**config.mk**
```make
export PLATFORM = sky130hd
export DESIGN_NAME = ws2812_input_decoder
export DESIGN_NICKNAME = d
export VERILOG_FILES = /design/src/rtl/ws2812_input_decoder.sv
export SDC_FILE = /design/constraint.sdc
export NUM_CORES = 1
export LEC_CHECK = 0
export ABC_AREA = 0
export CAP_MARGIN = 25
export CORE_MARGIN = 4
export CORE_UTILIZATION = 55
export CTS_CLUSTER_DIAMETER = 50
export CTS_CLUSTER_SIZE = 20
export DETAILED_ROUTE_END_ITERATION = 16
export PLACE_DENSITY = 0.8
export SYNTH_ARGS = -nofsm -noshare
export SYNTH_HDL_FRONTEND = slang
export SYNTH_SLANG_ARGS = --single-unit
```
**constraint.sdc**
```tcl
create_clock -name clk -period 4.35 [get_ports clk]
set_input_delay 0.87 -clock clk [delete_from_list [all_inputs] [get_ports clk]]
set_output_delay 0.87 -clock clk [all_outputs]
set_load 0.005 [all_outputs]
```
**src/rtl/ws2812_input_decoder.sv**
```systemverilog
`default_nettype none
// ============================================================================
// Module      : ws2812_input_decoder
// Description : Receives a single-wire WS2812 data stream and rebuilds the
//               bytes it carries. Each high pulse is measured to decide 0/1,
//               bits are assembled MSB-first, and a long low closes a frame.
// Revision    : 1.0 - initial release
// ----------------------------------------------------------------------------
// Ports
//   clk         in   1  clock
//   rst         in   1  synchronous, active-high reset
//   din         in   1  WS2812 serial line (asynchronous to clk)
//   data_out    out  8  last decoded byte, held until the next byte completes
//   data_valid  out  1  one-cycle pulse, data_out is new this cycle
//   frame_end   out  1  one-cycle pulse when a frame is closed by reset-low
//   error       out  1  one-cycle pulse on a malformed stream
//   busy        out  1  high while inside a frame (HIGH or LOW state)
// ============================================================================
module ws2812_input_decoder #(
  parameter int INPUT_CLOCK = 12_000_000
) (
  input  logic       clk,
  input  logic       rst,
  input  logic       din,
  output logic [7:0] data_out,
  output logic       data_valid,
  output logic       frame_end,
  output logic       error,
  output logic       busy
);

  // Integer form of $rtoi(t * INPUT_CLOCK). Floor division gives the same
  // result as truncation but cannot land one below an exact multiple the way
  // a binary floating-point product of 50e-6 can.
  localparam longint CLK_HZ        = longint'(INPUT_CLOCK);
  localparam int     TIME_THRESH   = int'((CLK_HZ * 575) / 1_000_000_000);
  localparam int     TIME_HIGH_MAX = int'((CLK_HZ * 5) / 1_000_000);
  localparam int     TIME_RESET    = int'((CLK_HZ * 50) / 1_000_000);
  localparam int     TW            = $clog2(TIME_RESET + 1);

  localparam logic [TW-1:0] T_ONE      = TW'(1);
  localparam logic [TW-1:0] T_THRESH   = TW'(TIME_THRESH);
  localparam logic [TW-1:0] T_HIGH_MAX = TW'(TIME_HIGH_MAX);
  localparam logic [TW-1:0] T_RESET    = TW'(TIME_RESET);
  localparam logic [TW-1:0] T_SAT      = '1;

  typedef enum logic [1:0] {
    SYNC = 2'd0,
    IDLE = 2'd1,
    HIGH = 2'd2,
    LOW  = 2'd3
  } state_t;

  // Input synchronizer plus a delayed copy for edge detection.
  logic sync1_q, s_q, s_prev_q;

  state_t        state_q, state_d;
  logic [TW-1:0] timer_q, timer_d;
  logic [2:0]    bitcnt_q, bitcnt_d;
  logic [7:0]    shift_q, shift_d;
  logic [7:0]    data_out_q, data_out_d;
  logic          data_valid_q, data_valid_d;
  logic          frame_end_q, frame_end_d;
  logic          error_q, error_d;

  logic          w_rise, w_fall, w_bit;
  logic [TW-1:0] w_timer_inc;

  assign w_rise = s_q & ~s_prev_q;
  assign w_fall = ~s_q & s_prev_q;

  // Saturating increment so an endless low/high never wraps the timer.
  assign w_timer_inc = (timer_q == T_SAT) ? timer_q : timer_q + T_ONE;

  // The timer already includes the current high cycle when the fall is seen.
  assign w_bit = (timer_q >= T_THRESH);

  always_ff @(posedge clk) begin
    if (rst) begin
      sync1_q      <= 1'b0;
      s_q          <= 1'b0;
      s_prev_q     <= 1'b0;
      state_q      <= SYNC;
      timer_q      <= '0;
      bitcnt_q     <= 3'd0;
      shift_q      <= 8'h00;
      data_out_q   <= 8'h00;
      data_valid_q <= 1'b0;
      frame_end_q  <= 1'b0;
      error_q      <= 1'b0;
    end else begin
      sync1_q      <= din;
      s_q          <= sync1_q;
      s_prev_q     <= s_q;
      state_q      <= state_d;
      timer_q      <= timer_d;
      bitcnt_q     <= bitcnt_d;
      shift_q      <= shift_d;
      data_out_q   <= data_out_d;
      data_valid_q <= data_valid_d;
      frame_end_q  <= frame_end_d;
      error_q      <= error_d;
    end
  end

  always_comb begin
    state_d      = state_q;
    timer_d      = timer_q;
    bitcnt_d     = bitcnt_q;
    shift_d      = shift_q;
    data_out_d   = data_out_q;
    data_valid_d = 1'b0;
    frame_end_d  = 1'b0;
    error_d      = 1'b0;

    case (state_q)
      SYNC: begin
        // Wait for one full reset-low before trusting any pulse.
        if (s_q) begin
          timer_d = '0;
        end else if (w_timer_inc >= T_RESET) begin
          timer_d = '0;
          state_d = IDLE;
        end else begin
          timer_d = w_timer_inc;
        end
      end

      IDLE: begin
        if (w_rise) begin
          // The edge cycle is itself the first high cycle.
          timer_d = T_ONE;
          state_d = HIGH;
        end
      end

      HIGH: begin
        if (w_fall) begin
          shift_d  = {shift_q[6:0], w_bit};
          bitcnt_d = bitcnt_q + 3'd1;
          // The falling cycle is the first low cycle.
          timer_d  = T_ONE;
          state_d  = LOW;
          if (bitcnt_q == 3'd7) begin
            data_out_d   = {shift_q[6:0], w_bit};
            data_valid_d = 1'b1;
          end
        end else if (timer_q >= T_HIGH_MAX) begin
          // This cycle would push the high time past the maximum.
          error_d  = 1'b1;
          shift_d  = 8'h00;
          bitcnt_d = 3'd0;
          timer_d  = '0;
          state_d  = SYNC;
        end else begin
          timer_d = w_timer_inc;
        end
      end

      LOW: begin
        if (w_rise) begin
          timer_d = T_ONE;
          state_d = HIGH;
        end else if (w_timer_inc >= T_RESET) begin
          frame_end_d = 1'b1;
          error_d     = (bitcnt_q != 3'd0);
          shift_d     = 8'h00;
          bitcnt_d    = 3'd0;
          timer_d     = '0;
          state_d     = IDLE;
        end else begin
          timer_d = w_timer_inc;
        end
      end

      default: begin
        state_d  = SYNC;
        timer_d  = '0;
        shift_d  = 8'h00;
        bitcnt_d = 3'd0;
      end
    endcase
  end

  assign data_out   = data_out_q;
  assign data_valid = data_valid_q;
  assign frame_end  = frame_end_q;
  assign error      = error_q;
  assign busy       = (state_q == HIGH) || (state_q == LOW);

endmodule
`default_nettype wire

```
==> flow_summary.toml, run 1 <==
[detailed_routing]
ant_nets = 0
drt_iter0_drc = 81
wire_per_inst_um = 14.5
dr.pass1.iters = 4
routed_wl_um = 3930
route.detailed.drc = 0
vias = 1612
vias_per_cell = 5.95

[timing]
grt_setup_unrepaired = "false"
timing.hold.ws_ns = 0.453
setup_viol_count_final = 0
fin_crit_ns = 2.77
maxSlewViolCount = 0
timing.fmax_ghz = 0.361
setup_tns_ns = 0
worst_pin_slew_ns = 0.972
hold_viol = 0
finClkSkew_ns = 0.00750
fin_crit_sh = 0.637
worst_slack_ns = 1.58
slew_headroom = 0.347

[critical_path]
start_kind = "flip-flop"
critPathMaxFanout = 16
endpoint = "bitcnt_q[0]$_SDFFE_PP0P_"
worstReg2RegStart = "timer_q[1]$_SDFFE_PP0P_"
cp.required_ns = 4.64
startpoint = "timer_q[1]$_SDFFE_PP0P_"
rr_endpoint = "bitcnt_q[0]$_SDFFE_PP0P_"
critPathKind = "flip-flop to flip-flop"
reg2reg_depth = 7
r2r_setup_slack_ns = 1.58
cp-end-kind = "flip-flop"
crit_arrival_ns = 3.07

[pwr]
power.share.switching = 0.255
p_sw_w = 0.000139
power_frac_seq = 0.624
combPwrFrac = 0.050
p_leak_nw = 0.755
p_per_area_nw_per_um2 = 265
pwr-share-clk = 0.326
vdd.ir_drop.worst_mv = 0.165
p_int_w = 0.000405

[cells_and_area]
antennaDiodeCount = 0
drive_above_1_share = 0.0889
fin_cells = 271
finalNetCount = 232
area_growth_pct = 8.82

[floorplanning]
die_h_um = 66.6
pin_count = 15
coreArea_um2 = 3340
chipWidth_um = 66.6
rows = 21
start_util = 0.565
die-area_um2 = 4430

[global_route]
antenna_found_initial = 0
grt_max_degree = 27
grt_usage = 0.200
grt_pass1_wl_um = 6820
gr-total-overflow = 0
grt_pass1_vias = 1421

[clocking]
cts_made_buffers = 5
hold_buffers = 0
clkSinkCount = 36
clk_pin_slew_ns = 0.11
postCtsSetupBuffers = 0
clk_latency_ns = 0.35
cts.path.max_buffers = 2
ctsResizeCount = 0
cts_root_buffer = "clkbuf_4"
htree_levels = 2
tritoncts = "done"

[place]
hpwl_um = 2760
gp_congestion = 0.852
place_ws_ns = 1.69
port_buffers = 14
placed_cells = 263

[synth]
syn_area_per_cell_um2 = 8.54
syn_inst = 221
synth_top_area_frac = 0.382
synth.area.top_cells = "dfxtp_1 (38%), a22o_1 (4.6%), mux2i_1 (4.2%)"
synth-seq-cells = 36
synthDistinctLibCells = 47
ys_seq_area_frac = 0.382
synth_edf_count = 0
synthFlopType = "dfxtp_1"
yosysWarnings = 0
synth_commonest_cells = "dfxtp_1 (36), nor2_1 (17), a21oi_1 (14)"
synth_top_area_cell = "dfxtp_1"
synth_nets = 229
syn-cell-area_um2 = 1890
async_flop_share = 0
synth_most_common_cell = "dfxtp_1"

[job]
maxCapViolations = 0

[run_status]
status = "finished clean"

[worst_hold_path]
min_path_type = "flip-flop to flip-flop"
routing by layer:
layer | part of all wire | GRT usage | vias to the layer above
li1 | - | - | 811
met1 | 0.47 | 0.278 | 760
met2 | 0.47 | 0.296 | 32
met3 | 0.039 | 0.0472 | 9
met4 | 0.017 | 0.0761 | 0
met5 | 0 | 0 | -
cell usage in the layout (no fill, tap or decap), drive strengths merged, types with 2 or more instances in the layout:
cell and n:
o211ai 2, and4 2, o21a 2, nand2b 5, a22oi 3, nand3b 2
a31oi 5, nor2b 4, nor3 12, nand2 13, dfxtp 36, a21oi 16
nor4 4, mux2i 8, and2 3, inv 8, o21ai 9, nor2 17
nand3 12, ha 5, and3 2, a22o 10, o31ai 2, clkinv 3
clkdlybuf4s50 14, mux2 2, nand4 7, clkbuf 5, a211oi 2
stage by stage:
stage / util / cell area [um2] / total power (W)
detailed placement: 0.598 / 2000 / 0.000373
CTS: 0.615 / 2050 / 0.000549
floorplan: - / 1890 / 0.000367
global route: 0.615 / 2050 / 0.000573
finish: 0.615 / 2050 / 0.000544
global placement: 0.598 / 2000 / 0.000372
how the worst min path moves through the flow:
stage | startpoint | to | slack, ns | depth (start not counted)
5_1_grt | sync1_q$_SDFF_PP0_ | s_q$_SDFF_PP0_ | 0.46 | 1
4_1_cts | sync1_q$_SDFF_PP0_ | s_q$_SDFF_PP0_ | 0.46 | 1
2_1_floorplan | sync1_q$_SDFF_PP0_ | s_q$_SDFF_PP0_ | 0.41 | 1
3_5_place_dp | sync1_q$_SDFF_PP0_ | s_q$_SDFF_PP0_ | 0.43 | 1
6_report | sync1_q$_SDFF_PP0_ | s_q$_SDFF_PP0_ | 0.45 | 1
3_3_place_gp | sync1_q$_SDFF_PP0_ | s_q$_SDFF_PP0_ | 0.42 | 1
power groups by stage:
stage / Combinational, W / Clock [W] / Sequential [W]
after floorplan: 0.0000228 / 0 / 0.000344
after global placement: 0.0000264 / 0 / 0.000346
after detailed placement: 0.0000267 / 0 / 0.000346
after CTS: 0.0000270 / 0.000184 / 0.000339
after global routing: 0.0000309 / 0.000202 / 0.000340
final: 0.0000273 / 0.000177 / 0.000339
sequential cells by signal, indices dropped and copies added (netlist names):
register    cells
bitcnt_q        3
data_out        8
data_valid      1
error           1
frame_end       1
s_prev_q        1
s_q             1
shift_q         7
state_q         2
sync1_q         1
timer_q        10
critical path, cell delays in order, from the launching register on:
cell and delay (ns):
dfxtp_1 0.49, ha_1 0.52, a22oi_1 0.13, o21ai_0 0.23, a21oi_2 0.11, o31ai_4 0.59
o21a_1 0.42, mux2_2 0.21
area by class of cell:
type	instances	area (um2)
Fill cell	297	1280
Multi-Input combinational cell	158	1040
Sequential cell	36	721
Timing Repair Buffer	15	148
Tap cell	46	57.6
Clock buffer	5	37.5
Inverter	8	30.0
Clock inverter	3	18.8
kinds of logic after synthesis:
family          count (synthesis)  share of synthesized area
compound gates                 58                      0.219
mux                            10                     0.0544
simple gates                   85                      0.245
flops                          36                      0.382
fa+ha+maj                       5                     0.0332
buf+inv                        27                     0.0663
(Power assumes the default switching activity.)
==> inputs of run 2 (changes only) <==
- clock period: 4.35 -> 2.65 ns (I/O delays scaled with it)
==> flow_summary.toml, run 2 (synthesis gave the netlist of run 1 again) <==
[cells_and_area]
final_cell_area_um2 = 2070
top_register = "timer_q"
mostFrequentLayoutCell = "dfxtp_1"
post-route-util = 0.621
area_growth_pct = 9.75
finalNetCount = 234
antennaDiodeCount = 0
drive_above_1_share = 0.101
layout_common_cells = "dfxtp_1 (36), nor2_1 (17), a21oi_1 (14), clkdlybuf4s50_1 (14), nand2_1 (13)"
fillers = 301
largest_reg_flops = 10

[detailed_routing]
dr.pass1.iters = 4
wire_per_inst_um = 14.6
vias = 1625
drt_iter0_drc = 74
route.detailed.drc = 0
ant_nets = 0
routed_wl_um = 3980
vias_per_cell = 5.95

[timing]
fin_crit_sh = 0.873
maxSlewViolCount = 0
setup_viol_count_final = 0
timing.fmax_ghz = 0.432
slew_headroom = 0.330
fin_crit_ns = 2.31
worst_pin_slew_ns = 0.998
hold_viol = 0
finClkSkew_ns = 0.00615
setup_tns_ns = 0
grt_setup_unrepaired = "false"

[place]
gp_congestion = 0.901
port_buffers = 14
hpwl_um = 2880
placed_cell_area_um2 = 2010

[global_route]
grt_max_degree = 26
antenna_found_initial = 0
gr-total-overflow = 0
grt_usage = 0.197
grt_pass1_vias = 1384
grt_pass1_wl_um = 6670

[critical_path]
critPathKind = "flip-flop to flip-flop"
start_kind = "flip-flop"
crit_path_top_delay_cell = "dfxtp_1"
path_cells = "ha_2, a22oi_1, o21ai_0, a21oi_2, o31ai_4, buf_4, nand2_1, a211oi_1"
crit_arrival_ns = 2.57
critPathMaxFanout = 16
cp-end-kind = "flip-flop"
cp.required_ns = 2.91
crit_path_max_incr_delay_ns = 0.49

[pwr]
p_sw_w = 0.000226
p_int_w = 0.000666
pwr-share-clk = 0.325
vdd.ir_drop.worst_mv = 0.295
report.power.total_w = 0.000892
p_leak_nw = 0.762
power.share.switching = 0.253
combPwrFrac = 0.052
p_per_area_nw_per_um2 = 431
power_frac_seq = 0.623

[floorplanning]
rows = 21
chipWidth_um = 66.6
die-area_um2 = 4430
pin_count = 15
start_util = 0.565
coreArea_um2 = 3340
die_h_um = 66.6

[clocking]
clk_latency_ns = 0.34
cts.path.max_buffers = 2
cts_made_buffers = 5
cts_root_buffer = "clkbuf_4"
postCtsSetupBuffers = 0
tritoncts = "done"
clk_pin_slew_ns = 0.11
clkSinkCount = 36
htree_levels = 2

[run_status]
status = "finished clean"

[worst_hold_path]
min_path_type = "flip-flop to flip-flop"

[job]
maxCapViolations = 0
## run 2: cell count changes in the layout (fill, tap and decap cells not counted), sizes merged
cell,before,now
buf,1,3
## run 2: routing by layer
metal  GRT usage  up-vias  wire length, um
met5           0        -                0
met3      0.0472        7              186
met2       0.286       42             1820
met1       0.281      753             1900
li1            -      823                -
met4      0.0685        0               79
## run 2: path summary, 6_finish.rpt
path | from | to | slack, ns | cells past startpoint
max | timer_q[1]$_SDFFE_PP0P_ | timer_q[8]$_SDFFE_PP0P_ | 0.34 | 8
min | sync1_q$_SDFF_PP0_ | s_q$_SDFF_PP0_ | 0.46 | 1
max reg2reg | timer_q[1]$_SDFFE_PP0P_ | timer_q[8]$_SDFFE_PP0P_ | 0.34 | 8
min reg2reg | sync1_q$_SDFF_PP0_ | s_q$_SDFF_PP0_ | 0.46 | 1
## run 2: cell type report
type                       instances  area (um2)  share of cell area
multi-input combinational        158        1040               0.504
sequential                        36         721               0.348
timing repair buffer              17         163              0.0785
tap                               46        57.6              0.0278
clock buffer                       5        37.5              0.0181
inverter                           8        30.0              0.0145
clock inverter                     3        18.8             0.00906
## run 2: power by group through the flow
stage | Combinational, W | Clock, W | Sequential [W]
2_1_floorplan | 0.0000374 | 0 | 0.000565
3_3_place_gp | 0.0000456 | 0 | 0.000567
3_5_place_dp | 0.0000459 | 0 | 0.000567
4_1_cts | 0.0000462 | 0.000300 | 0.000555
5_1_grt | 0.0000529 | 0.000324 | 0.000557
6_report | 0.0000465 | 0.000290 | 0.000555
## run 2: repair_timing
| item | in CTS | in global routing |
|---|---|---|
| hold buffers | 0 | 0 |
| setup endpoints to repair | 0 | 12 |
| gates resized for setup | 0 | 1 |
## run 2: stage by stage
stage	setup WS [ns]	hold WS [ns]	cells
after floorplan	0.457	0.414	221
after global placement	0.313	0.418	265
after detailed placement	0.257	0.437	265
after global routing	0.0373	0.466	273
after CTS	0.229	0.464	273
final	0.338	0.459	273
## run 2: worst max-delay path: cells and delay by family, from the launching register on
family | cells | cell delay, ns
flops | 1 | 0.49
fa+ha+maj | 1 | 0.40
simple gates | 1 | 0.10
buf+inv | 1 | 0.24
compound gates | 5 | 1.01
==> variant 1, RTL diff (flow settings as in run 1) <==
The parameter `INPUT_CLOCK` goes from 12_000_000 to 24_000_000.
--- a/src/rtl/ws2812_input_decoder.sv
+++ b/src/rtl/ws2812_input_decoder.sv
@@ -18,5 +18,5 @@
 // ============================================================================
 module ws2812_input_decoder #(
-  parameter int INPUT_CLOCK = 12_000_000
+  parameter int INPUT_CLOCK = 24_000_000
 ) (
   input  logic       clk,
Formal check against the unedited RTL: no difference found for any inputs over 10 cycles, from zero or initial values and one cycle with rst high; that may be too few to reach the edited logic, so the function may still have changed.
==> variant 1 against run 1 <==
- die area increased by 1.6%
- power grew 25%
- sequential cell count grew 1
- design area up 5.2%
- final cell count unchanged
- wire length is 1.8% lower
- synthesized area up 1.9%
- synthesized cell count down 2.3%
- setup slack gained 0.13 ns
- global-route usage shrank 1.4 points
- critical endpoint is now timer_q[9]
- largest cell class unchanged
- highest routed layer unchanged
==> variant 1: results (changes against run 1) <==
- Synth top cells by count: dfxtp_1 (37), nor2_1 (21), nand2_1 (15)
- DR WL met3: 202 um (+31%)
- Largest net degree at the start of global routing: 31 (+15%)
- Drt total wl: 3870 um (-1.8%)
- Routed wl met2: 1670 um (-9.5%)
- Outcome: complete, no violations
- Max reg flops: 11 (+1)
- Cell variety after synth: 48 (+2.1%)
- Clk_skew: 0.00648 ns (-0.00102 ns)
- Seq/Total Area, Yosys: 38.5% (+0.35 points)
- Synth top area cells: dfxtp_1 (39%), mux2i_1 (4.2%), a22o_1 (4.1%)
- Lkg Pwr: 0.830 nW (+9.9%)
- Compound-Gate Fraction of Synth Area: 24.2% (+2.3 points)
- Largest stage delay on the critical path: 0.52 ns (-0.07 ns)
- Worst-Margin Slew: 1.03 ns (+0.0592 ns)
- DP Area: 2050 um^2 (+2.8%)
- Vias in the first global route: 1449 (+2.0%)
- Critical-path top delay cell: dfxtp_1
- Final Wtd Congestion: 0.927 (+8.9%)
- Synth top area share: 38.5% (+0.35 points)
- GRT Util Overall: 18.6% (-1.4 points)
- Mux share of post-synthesis cell area: 4.75% (-0.69 points)
- HPWL after detailed placement: 2670 um (-3.4%)
- Worst IR Drop VDD: 202 uV (+23%)
- Worst-path fanout max: 9 (-7)
- Total number of vias: 1594 (-1.1%)
- Layout cell share with drive strength beyond 1: 10.2% (+1.3 points)
## variant 1: layout make-up
class / instances / area (um^2)
inverter: 11 / 41.3
timing repair buffer: 15 / 148
sequential: 37 / 741
clock buffer: 5 / 37.5
fill: 316 / 1200
clock inverter: 3 / 68.8
multi-input combinational: 154 / 1070
tap: 46 / 57.6
## variant 1: routing by layer
metal	up-vias	GRT usage, %
li1	812	-
met1	723	25.4
met2	53	28.0
met3	6	5.56
met4	0	5.57
met5	-	0
## variant 1: kinds of logic (layout without fill, tap and decap cells)
kind of cell | count (synthesis) | count (layout)
buffers and inverters | 25 | 34
and+or+nand+nor | 77 | 77
muxes | 9 | 9
AOI/OAI and AO/OA | 59 | 59
DFF | 37 | 37
adders and majority gates | 6 | 6
xor gates and xnor gates | 3 | 3
## variant 1: worst paths after layout
| check | startpoint | endpoint | slack, ns | depth (start not counted) |
|---|---|---|---|---|
| worst min-delay path | sync1_q | s_q | 0.46 | 1 |
| worst min register to register | sync1_q | s_q | 0.46 | 1 |
| worst max-delay path | timer_q[0] | timer_q[9] | 1.71 | 7 |
| worst max register to register | timer_q[0] | timer_q[9] | 1.71 | 7 |
## variant 1: through the flow
step / power (W) / util, %
detailed placement: 0.000383 / 61.0
CTS: 0.000682 / 64.2
global placement: 0.000382 / 61.0
floorplan: 0.000374 / -
finish: 0.000677 / 64.2
global route: 0.000704 / 64.2
## variant 1: power by group through the flow
| stage | clock network (W) | registers [W] | logic [W] |
|---|---|---|---|
| after global placement | 0 | 0.000355 | 0.0000268 |
| after floorplan | 0 | 0.000354 | 0.0000198 |
| after global routing | 0.000325 | 0.000349 | 0.0000301 |
| final | 0.000301 | 0.000348 | 0.0000272 |
| after detailed placement | 0 | 0.000356 | 0.0000270 |
| after CTS | 0.000307 | 0.000348 | 0.0000272 |
==> variant 2, RTL diff (settings of run 1) <==
Without the edit above. Add an input register stage for `din`, without a reset; this delays it by one clock.
--- a/src/rtl/ws2812_input_decoder.sv
+++ b/src/rtl/ws2812_input_decoder.sv
@@ -52,4 +52,10 @@
   } state_t;
 
+  logic din_q;
+
+  always_ff @(posedge clk) begin
+    din_q <= din;
+  end
+
   // Input synchronizer plus a delayed copy for edge detection.
   logic sync1_q, s_q, s_prev_q;
@@ -90,5 +96,5 @@
       error_q      <= 1'b0;
     end else begin
-      sync1_q      <= din;
+      sync1_q      <= din_q;
       s_q          <= sync1_q;
       s_prev_q     <= s_q;
Check against the original RTL: no difference found for any inputs over 10 cycles, from zero or initial values and one cycle with rst high; that may be too few to reach the edited logic, so the function may still have changed.
==> variant 2 against run 1 <==
- synthesized area grew 4.4%
- setup slack gained 0.011 ns
- power grew 26%
- synthesized cell count grew 5.0%
- fmax grew 0.41%
- wire length grew 3.4%
- first-iteration DRC count grew 58%
- design area grew 6.3%
- combinational power grew 6%
- clock skew grew 0.0049 ns
- sequential cell count grew 1
- critical endpoint is now shift_q[2]
- largest power group unchanged
==> variant 2: results (changes against run 1) <==
- Outcome: complete, no violations
- Final Wtd Congestion: 0.946 (+11%)
- Clock network power: 0.000302 W (+71%)
- Share of total power in combinational logic: 4.2% (-0.8 points)
- Length of the first detailed-routing pass in iterations: 4 (unchanged)
- Cts repair resizes: 0 (unchanged)
- Number of buffers added on ports: 14 (unchanged)
- Largest net degree at the start of global routing: 30 (+11%)
- Worst Path Arrival: 3.05 ns (-0.02 ns)
- HPWL after detailed placement: 2890 um (+4.5%)
- Syn. warnings: 0 (unchanged)
- Pint: 0.000536 W (+32%)
- Vias in the first global route: 1519 (+6.9%)
- Number of DRC markers in iteration 0: 128 (+58%)
- Lkg Pwr: 0.712 nW (-5.7%)
- Worst IR Drop VDD: 249 uV (+51%)
- CTS Buffer Depth: 2 (unchanged)
- Initial antenna violation count: 0 (unchanged)
- Layout cell share with drive strength beyond 1: 9.32% (+0.43 points)
- Cell variety after synth: 55 (+17%)
- Synth top cells by count: dfxtp_1 (37), a21oi_1 (23), nand2_1 (19)
- Synth top area cells: dfxtp_1 (38%), a21oi_1 (5.8%), nand3_1 (4.3%)
- Top reg by flops: timer_q
- Clk_skew: 0.0124 ns (+0.00489 ns)
- Drt total wl: 4070 um (+3.4%)
- Worst-Margin Slew: 1.06 ns (+0.0923 ns)
- First-pass GRT wire length: 7040 um (+3.2%)
- Seq/Total Area, Yosys: 37.6% (-0.61 points)
- Number of buffers created by CTS: 5 (unchanged)
- Worst-path fanout max: 11 (-5)
- Pre-CTS setup slack: 1.64 ns (-0.0423 ns)
- Tcrit/Tclk final: 63.5% (-0.26 points)
- Syn Nets: 240 (+4.8%)
- GRT Util Overall: 19.8% (-0.21 points)
- Postcts setup bufs: 0 (unchanged)
- Max reg flops: 10 (unchanged)
- Total number of vias: 1703 (+5.6%)
- Clk root buf: clkbuf_4
- Diode count: 0 (unchanged)
variant 2: cell type report:
| cell class | instances | area [um^2] |
|---|---|---|
| Clock buffer | 5 | 37.5 |
| Multi-Input combinational cell | 168 | 1100 |
| Tap cell | 46 | 57.6 |
| Timing Repair Buffer | 15 | 148 |
| Sequential cell | 37 | 741 |
| Fill cell | 285 | 1210 |
| Inverter | 8 | 30.0 |
| Clock inverter | 3 | 68.8 |
variant 2: critical path: stages, from the launching register on:
cell	delay, ns
dfxtp_1	0.57
ha_1	0.41
nand3_1	0.19
o31ai_1	0.31
a22oi_2	0.16
or3_4	0.37
a211oi_4	0.45
a22o_1	0.22
variant 2: cells by family (layout without fill, tap and decap cells):
group,Yosys count,in the layout,share of synthesized area (%)
AND/OR/NAND/NOR,85,85,23.9
AO/OA/AOI/OAI,73,73,26.2
flip-flops,37,37,37.6
buffers and inverters,27,31,6.60
adder cells (fa/ha/maj),5,5,3.17
multiplexers,3,3,1.65
XOR/XNOR,2,2,0.889
variant 2: per-layer routing:
metal  wire length (um)  GRT usage [%]  vias up
met5                  0              0        -
met4                 72           7.94        0
met3                185           4.43       11
met2               1810           27.5       44
met1               2000           29.2      795
li1                   -              -      853
variant 2: metrics by stage:
stage          power [W]  utilization [%]  instance area [um^2]  hold slack [ns]  std cells
6_report        0.000683             64.4                  2180            0.446        282
5_1_grt         0.000716             64.4                  2180            0.476        282
4_1_cts         0.000686             64.4                  2180            0.452        282
3_5_place_dp    0.000389             61.2                  2080            0.425        274
3_3_place_gp    0.000388             61.2                  2080            0.416        274
2_1_floorplan   0.000384                -                  1970            0.414        232
variant 2: final timing paths:
check	to	depth (start not counted)	from
max	shift_q[2]	7	timer_q[0]
min	sync1_q	1	din_q
max reg2reg	shift_q[2]	7	timer_q[0]
min reg2reg	sync1_q	1	din_q
